### src/rtl/btb_predictor.sv
// rtl/btb_predictor.sv - direct-mapped branch target buffer with 2-bit counters
//
// Purpose: zero-latency fetch-stage next-PC prediction, trained by the resolved
// control-flow outcome from Execute, plus resolved/mispredict statistics.
//
// Ports:
//   clk          - sole clock, rising edge
//   resetn       - synchronous active-low reset
//   PCF          - fetch PC to predict from
//   predPCF      - predicted next PC (target on taken hit, else PCF+4)
//   predTakenF   - lookup hit with taken prediction
//   updValidE    - control-flow instruction resolved this cycle
//   updPCE       - PC of the resolved instruction
//   updTakenE    - resolved direction
//   updTargetE   - resolved target address
//   updMispredE  - resolved next PC differed from prediction
//   flushAll     - invalidate the whole table
//   branchCount  - saturating count of resolved control-flow instructions
//   mispredCount - saturating count of mispredicted ones
module btb_predictor #(
  parameter int XLEN       = 64,
  parameter int INDEX_BITS = 4,
  parameter int TAG_BITS   = 10
) (
  input  logic            clk,
  input  logic            resetn,
  input  logic [XLEN-1:0] PCF,
  output logic [XLEN-1:0] predPCF,
  output logic            predTakenF,
  input  logic            updValidE,
  input  logic [XLEN-1:0] updPCE,
  input  logic            updTakenE,
  input  logic [XLEN-1:0] updTargetE,
  input  logic            updMispredE,
  input  logic            flushAll,
  output logic [31:0]     branchCount,
  output logic [31:0]     mispredCount
);

  localparam int ENTRIES = 1 << INDEX_BITS;
  localparam int TAG_LO  = INDEX_BITS + 2;
  localparam int TAG_HI  = INDEX_BITS + TAG_BITS + 1;

  logic [ENTRIES-1:0]  r_valid;
  logic [TAG_BITS-1:0] r_tag    [ENTRIES];
  logic [XLEN-1:0]     r_target [ENTRIES];
  logic [1:0]          r_ctr    [ENTRIES];
  logic [31:0]         r_branch_count;
  logic [31:0]         r_mispred_count;

  logic [INDEX_BITS-1:0] w_look_idx;
  logic [TAG_BITS-1:0]   w_look_tag;
  logic                  w_look_hit;
  logic                  w_pred_taken;
  logic [INDEX_BITS-1:0] w_upd_idx;
  logic [TAG_BITS-1:0]   w_upd_tag;
  logic                  w_upd_hit;
  logic                  w_unused_pc_bits;

  // Only the index and tag fields of the PCs take part in the lookup.
  assign w_unused_pc_bits = ^{PCF[XLEN-1:TAG_HI+1], PCF[1:0],
                              updPCE[XLEN-1:TAG_HI+1], updPCE[1:0]};

  assign w_look_idx = PCF[INDEX_BITS+1:2];
  assign w_look_tag = PCF[TAG_HI:TAG_LO];
  assign w_look_hit = r_valid[w_look_idx] && (r_tag[w_look_idx] == w_look_tag);

  // Gating with resetn keeps the prediction a pure function of PCF while the
  // table is being reset (it may hold garbage before the first reset edge).
  assign w_pred_taken = resetn && w_look_hit && r_ctr[w_look_idx][1];

  assign predTakenF = w_pred_taken;
  assign predPCF    = w_pred_taken ? r_target[w_look_idx] : PCF + XLEN'(4);

  assign w_upd_idx = updPCE[INDEX_BITS+1:2];
  assign w_upd_tag = updPCE[TAG_HI:TAG_LO];
  assign w_upd_hit = r_valid[w_upd_idx] && (r_tag[w_upd_idx] == w_upd_tag);

  assign branchCount  = r_branch_count;
  assign mispredCount = r_mispred_count;

  always_ff @(posedge clk) begin
    if (!resetn) begin
      r_valid         <= '0;
      r_branch_count  <= '0;
      r_mispred_count <= '0;
      for (int i = 0; i < ENTRIES; i++) begin
        r_tag[i]    <= '0;
        r_target[i] <= '0;
        r_ctr[i]    <= 2'b01;
      end
    end else begin
      // Statistics run regardless of flushAll.
      if (updValidE && (r_branch_count != 32'hFFFF_FFFF)) begin
        r_branch_count <= r_branch_count + 32'd1;
      end
      if (updValidE && updMispredE && (r_mispred_count != 32'hFFFF_FFFF)) begin
        r_mispred_count <= r_mispred_count + 32'd1;
      end

      if (flushAll) begin
        // Only valid bits are cleared; a same-cycle update is dropped.
        r_valid <= '0;
      end else if (updValidE) begin
        if (w_upd_hit) begin
          if (updTakenE) begin
            if (r_ctr[w_upd_idx] != 2'b11) begin
              r_ctr[w_upd_idx] <= r_ctr[w_upd_idx] + 2'd1;
            end
            r_target[w_upd_idx] <= updTargetE;
          end else if (r_ctr[w_upd_idx] != 2'b00) begin
            r_ctr[w_upd_idx] <= r_ctr[w_upd_idx] - 2'd1;
          end
        end else if (updTakenE) begin
          // Allocate (or replace an aliasing entry) as weakly taken.
          r_valid[w_upd_idx]  <= 1'b1;
          r_tag[w_upd_idx]    <= w_upd_tag;
          r_target[w_upd_idx] <= updTargetE;
          r_ctr[w_upd_idx]    <= 2'b10;
        end
      end
    end
  end

endmodule

### config.mk
export PLATFORM = sky130hd
export DESIGN_NAME = btb_predictor
export DESIGN_NICKNAME = d
export VERILOG_FILES = /design/src/rtl/btb_predictor.sv
export SDC_FILE = /design/constraint.sdc
export NUM_CORES = 2
export LEC_CHECK = 0
export ABC_CLOCK_PERIOD_IN_PS = 10600
export CORE_MARGIN = 10
export CORE_UTILIZATION = 34
export CTS_CLUSTER_DIAMETER = 100
export DETAILED_ROUTE_END_ITERATION = 16
export MAX_ROUTING_LAYER = met4
export PLACE_DENSITY = 0.55
export SLEW_MARGIN = 15
export SYNTH_ARGS = -nofsm -noshare
export SYNTH_HDL_FRONTEND = slang
export SYNTH_SLANG_ARGS = --single-unit
### constraint.sdc
create_clock -name clk -period 10.6 [get_ports clk]
set_input_delay 1.59 -clock clk [delete_from_list [all_inputs] [get_ports clk]]
set_output_delay 1.59 -clock clk [all_outputs]
set_load 0.01 [all_outputs]
# Yosys cells after proc, flatten, opt, wreduce, memory -nomap -nowiden
# Memory sizes are Yosys's and may differ from the RTL's.
# Index checks and enable logic that the tools add are counted.
totals:
  word_cells: 84
  output_inout_bits: 129
  romBits: 0
  in_bits: 198
  latchBits: 0
  ram_bits: 1216
  mem_count: 3
  ff_bits: 80
mem_list:
  columns: ["name", "words", "width", "rd", "rd_ports_with_merged_regs", "write_ports", "line", "text"]
  rows:
  - ["r_target", 16, 64, 1, 0, 16, "46", "logic [XLEN-1:0] r_target [ENTRIES];"]
  - ["r_tag", 16, 10, 2, 0, 16, "45", "logic [TAG_BITS-1:0] r_tag [ENTRIES];"]
  - ["r_ctr", 16, 2, 2, 0, 16, "47", "logic [1:0] r_ctr [ENTRIES];"]
op_classes:
  magnitude_cmp: 3
  n_shift: 0
  mul: 0
  n_mux: 45
  reduce_logical: 14
  bitwise: 6
  n_div: 0
  add_sub_neg: 5
  eq_ne: 5
ops:
  columns: ["cell", "n"]
  rows:
  - ["$mux W64", 3]
  - ["$add A32 B1 Y32 const B", 2]
  - ["$add A64 B3 Y64 const B", 1]
  - ["$ne A32 B32 Y1 const B", 2]
  - ["$reduce_or A64 Y1", 1]
  - ["$mux W1", 32]
  - ["$eq A10 B10 Y1", 2]
  - ["$or A16 B16 Y16", 1]
  - ["$mux W4", 3]
  - ["$lt A4 B5 Y1 const B", 2]
  - ["$mux W10", 1]
  - ["$reduce_or A10 Y1", 1]
  - ["$bmux W1 S4", 2]
  - ["$logic_and A1 B1 Y1", 8]
  - ["$mux W2", 3]
  - ["$demux W1 S4", 1]
  - ["$ge A4 B1 Y1 const B", 1]
  - ["$reduce_or A2 Y1", 2]
  - ["$or A1 B1 Y1", 3]
  - ["$reduce_and A3 Y1", 1]
  - ["$add A2 B1 Y2 const B", 1]
  - ["$ne A2 B2 Y1 const B", 1]
  - ["$not A1 Y1", 2]
  - ["$reduce_bool A2 Y1", 1]
  - ["$sub A2 B1 Y2 const B", 1]

# Logic depth before layout (Yosys ltp)
# An unclocked memory read counts as a cell.
depth:
  depth_word: 13
  depth_mapped: 12
  depth_no_buf: 8

# Worst setup path before layout
# OpenSTA, ideal clock, no wires.
synth_timing:
  kind: "input-to-reg"
  start: "input port updPCE[4]"
  end: "memory r_target[2][0] (enable)"
  path_buffers: 4
  arrival_time_ps: 7470
  setup_ps: 575
  stages: 7
  setup_slack_ps: 2556
  required_ps: 10025
  cell_sequence: "buf_2 -> buf_2 -> buf_4 -> buf_2 -> nor3_1 -> nand2_1 -> o21ai_0"
synth_lines:
  columns: ["element", "line", "text"]
  rows:
  - ["start, declared", "31", "input logic [XLEN-1:0] updPCE,"]
  - ["end, declared", "46", null]

# Worst setup path after layout
layout_timing:
  start: "input port PCF[3]"
  end: "output port predPCF[28]"
layout_via:
  elab_chain_cells: 6
  elab_cells_between_ends: 11
layout_lines:
  columns: ["element", "line", "text"]
  rows:
  - ["start, declared", "27", "input logic [XLEN-1:0] PCF,"]
  - ["branches (longest 5 deep; another with $add A64 B3 Y64)", null, null]
  - ["$mux W64 *", "73", "assign predPCF = w_pred_taken ? r_target[w_look_idx] : PCF + XLEN'(4);"]
  - ["end, declared", "28", "output logic [XLEN-1:0] predPCF,"]
# Mark *: on every way between the ends. The select of a mux whose other input is x is not followed.

==> run summary <==
Worst setup path
- data arrival at the endpoint of the critical path: 6290 ps
- Worst setup EP type: output port
- Critical Setup Path Class: in2out
- critical path's slowest cell: sky130_fd_sc_hd__buf_4
- reg-to-reg endpoint: r_tag[11][2]$_SDFFCE_PN0P_
- startpoint types: input pin
- top fanout value on the critical path: 109
- delay of the slowest cell on the worst path: 690 ps
- cell-by-cell listing of the critical path: buf_8 -> buf_12 -> mux4_2 -> mux4_2 -> xnor2_1 -> nor2_1 -> nand4_1 -> buf_4 -> buf_4 -> mux2_1 -> clkdlybuf4s50_1
- R2R setup slack: 6680 ps
- reg-to-reg startpoint: r_tag[14][2]$_SDFFCE_PN0P_
- worst reg2reg path depth: 8
- required time at the worst-slack endpoint: 9010 ps

Global route
- wire length of the first global-routing pass: 288 mm
- via count of the first global-routing pass: 38,100
- Congestion Overflow GR: 0
- initial antenna violation count: 30
- largest net degree at the start of global routing: 162
- total track usage: 20.0%

Finish
- fraction of the core area covered by cells at the end of the flow: 39.5%
- area growth from synthesis to layout: 15.7%
- most common cell after layout, fill and taps aside: sky130_fd_sc_hd__edfxtp_1
- commonest cells after routing, fill and taps aside: 1,216 x sky130_fd_sc_hd__edfxtp_1, 691 x sky130_fd_sc_hd__and2_1, 565 x sky130_fd_sc_hd__and3_1
- Final #Nets: 4,478
- fill count: 16,700
- share of cells above drive strength 1: 17.9%

Logic synthesis
- portion of the post-synthesis area used by sequential elements: 61.0%
- compound-cell area share of the yosys netlist: 1.76%
- Top FF cell, synth: sky130_fd_sc_hd__edfxtp_1
- average size of a mapped cell: 15.0 um^2
- post-synthesis cell area: 0.0625 mm^2
- ys async rst share: 0%
- post-synthesis xor/xnor area fraction: 1.95%
- number of cells produced by synthesis: 4,178
- synthesized-area fraction occupied by and/or/nand/nor cells: 15.6%
- Unique masters post-synth: 67
- Synth warnings: 0
- EDFF count, synth: 1,216
- adder-cell share of the synthesized area: 0.0601%
- post-synth net total: 4,379
- number of register bits inferred by synthesis: 1,296
- dominant combinational cell family by area after synthesis: multiplexers
- share of cell area taken by muxes after synthesis: 16.6%

Timing
- Min Clock Period, post-route: 7880 ps
- actual slew at the worst max-slew pin: 1190 ps
- count of final max-slew check failures: 0
- count of endpoints failing hold in the final timing report: 0
- final-layout setup total negative slack: 0 ps
- worst path setup slack after routing: 2720 ps
- unrepaired setup endpoints after global routing: no
- # setup viols final: 0
- Worst Hold Slack: 467 ps
- f_max: 127 MHz
- worst setup skew after layout: 47.0 ps
- worst-case headroom to the max-slew limit: 20.4%
- final critical-path share of the clock period: 74.3%

Die
- die footprint: 0.201 mm^2
- row count: 157
- placeable core region: 0.183 mm^2
- horizontal die dimension: 449 um
- starting density of the core: 34.2%
- io pins: 327
- die height: 449 um

Routing
- count of routing violations after the opening detailed-route iteration: 4,176
- DRT Pass-1 Iters: 6
- Routed WL: 201 mm
- remaining design rule violation count: 0
- vias: 37,400
- number of nets with antenna violations after routing: 0
- WL/cell: 29.2 um
- routed vias/inst: 5.45

Power and ir drop
- worst supply voltage drop on vdd: 0.000160 V
- power density of the placed cells: 163 mW/mm^2
- static leakage: 26.0 nW

Min path
- Hold Path Origin: r_valid[6]$_SDFFE_PP0P_
- Hold/Removal Path Class: reg2reg
- endpoint with the worst hold slack: r_valid[6]$_SDFFE_PP0P_
- WHS Path Cells: 2

Clock network
- TritonCTS clock tree: yes
- CTS sink cnt: 1,296
- clock input transition at the sequential cells of the worst setup and hold paths: 50 ps
- buffer depth of the longest clock path: 3
- Post-CTS Hold Fix Bufs: 0
- Clock Latency Late Sink: 790 ps
- Inserted Clock Buffers: 145
- buffer count from post-CTS setup fixing: 0
- number of H-tree branching levels: 4
- number of instances resized during post-cts repair: 0
- master cell of the clock root buffer: sky130_fd_sc_hd__clkbuf_16

Outcome
- run status: completed

Run
- max_cap viols: 0

Placed design
- final weighted congestion in routability-driven placement: 0.819
- post-detailed-placement half-perimeter wirelength: 111 mm
- number of buffers added on ports: 276
- DP Worst Slack: 2590 ps

-- layer usage --
layer / vias up / part of all wire (%) / GRT usage, %
met5: - / 0 / -
met4: 0 / 2.2 / 5.00
met3: 281 / 6.1 / 2.94
met2: 1408 / 50 / 33.2
met1: 19600 / 41 / 25.7
li1: 16200 / - / -
-- report_power, final --
group	internal [W]	switching [W]
sequential	0.00583	0.0000738
clock	0.00266	0.00219
combinational	0.000424	0.000602
-- per-stage QoR --
| step | std cells | cell area, um^2 | total power (W) |
|---|---|---|---|
| 6_report | 6875 | 72300 | 0.0118 |
| 2_1_floorplan | 4178 | 62500 | 0.00660 |
| 3_5_place_dp | 6594 | 67700 | 0.00705 |
| 3_3_place_gp | 6594 | 67700 | 0.00704 |
| 4_1_cts | 6858 | 72300 | 0.0119 |
| 5_1_grt | 6871 | 72300 | 0.0121 |
-- cells in the mapped netlist (10+ instances only) --
cell	n	area share, %
sky130_fd_sc_hd__nor3_1	24	0.19
sky130_fd_sc_hd__a31oi_1	15	0.15
sky130_fd_sc_hd__or3_1	10	0.10
sky130_fd_sc_hd__buf_6	11	0.20
sky130_fd_sc_hd__inv_1	24	0.14
sky130_fd_sc_hd__nand2_1	110	0.66
sky130_fd_sc_hd__nand3_1	56	0.45
sky130_fd_sc_hd__nor2b_1	21	0.21
sky130_fd_sc_hd__nor2_1	70	0.42
sky130_fd_sc_hd__o21ai_0	38	0.30
sky130_fd_sc_hd__mux2_1	50	0.90
sky130_fd_sc_hd__buf_1	11	0.066
sky130_fd_sc_hd__mux4_2	412	15
sky130_fd_sc_hd__dfxtp_1	80	2.6
sky130_fd_sc_hd__and2_1	691	6.9
sky130_fd_sc_hd__clkbuf_1	343	2.1
sky130_fd_sc_hd__a22o_1	12	0.17
sky130_fd_sc_hd__o31ai_1	22	0.26
sky130_fd_sc_hd__edfxtp_1	1216	58
sky130_fd_sc_hd__nand4_1	39	0.39
sky130_fd_sc_hd__and4_1	16	0.22
sky130_fd_sc_hd__xor2_1	64	0.90
sky130_fd_sc_hd__o21bai_1	10	0.12
sky130_fd_sc_hd__buf_2	45	0.36
sky130_fd_sc_hd__mux2_2	22	0.40
sky130_fd_sc_hd__o31ai_2	10	0.20
sky130_fd_sc_hd__xnor2_1	75	1.1
sky130_fd_sc_hd__mux2i_1	31	0.50
sky130_fd_sc_hd__and3_1	565	5.7
-- critical path, delay by kind of cell --
kind,cells,cell delay [ps]
XOR/XNOR,1,150
AND/OR/NAND/NOR,2,140
buffers and inverters,5,2650
multiplexers,3,1530
-- how the worst max path moves through the flow --
stage,start,endpoint,slack [ps]
2_1_floorplan,updPCE[4],r_target[2][0]$_SDFFCE_PN0P_,2560
3_3_place_gp,PCF[3],predPCF[29],2550
3_5_place_dp,PCF[3],predPCF[29],2590
4_1_cts,PCF[3],predPCF[29],2590
5_1_grt,PCF[3],predPCF[29],2550
6_report,PCF[3],predPCF[28],2720
-- cells by family after synthesis --
kind of cell | after synthesis
compound gates | 150
xor+xnor | 139
fa+ha+maj | 3
buf+inv | 441
flops | 1296
mux | 515
simple gates | 1634
-- sequential cells by signal, summed over array words and instances (netlist names) --
signal        count
branchCount      32
mispredCount     32
r_ctr            32
r_tag           160
r_target       1024
r_valid          16
-- area by class of cell --
cell class	instances	area, um^2	share of cell area, %
Antenna cell	17	42.5	0.0588
Clock buffer	184	3830	5.29
Clock inverter	80	699	0.967
Inverter	24	90.1	0.125
Multi-Input combinational cell	2441	22900	31.7
Sequential cell	1296	38100	52.7
Tap cell	2464	3080	4.26
Timing Repair Buffer	369	3500	4.85
Power figures use the tool's default switching activity.
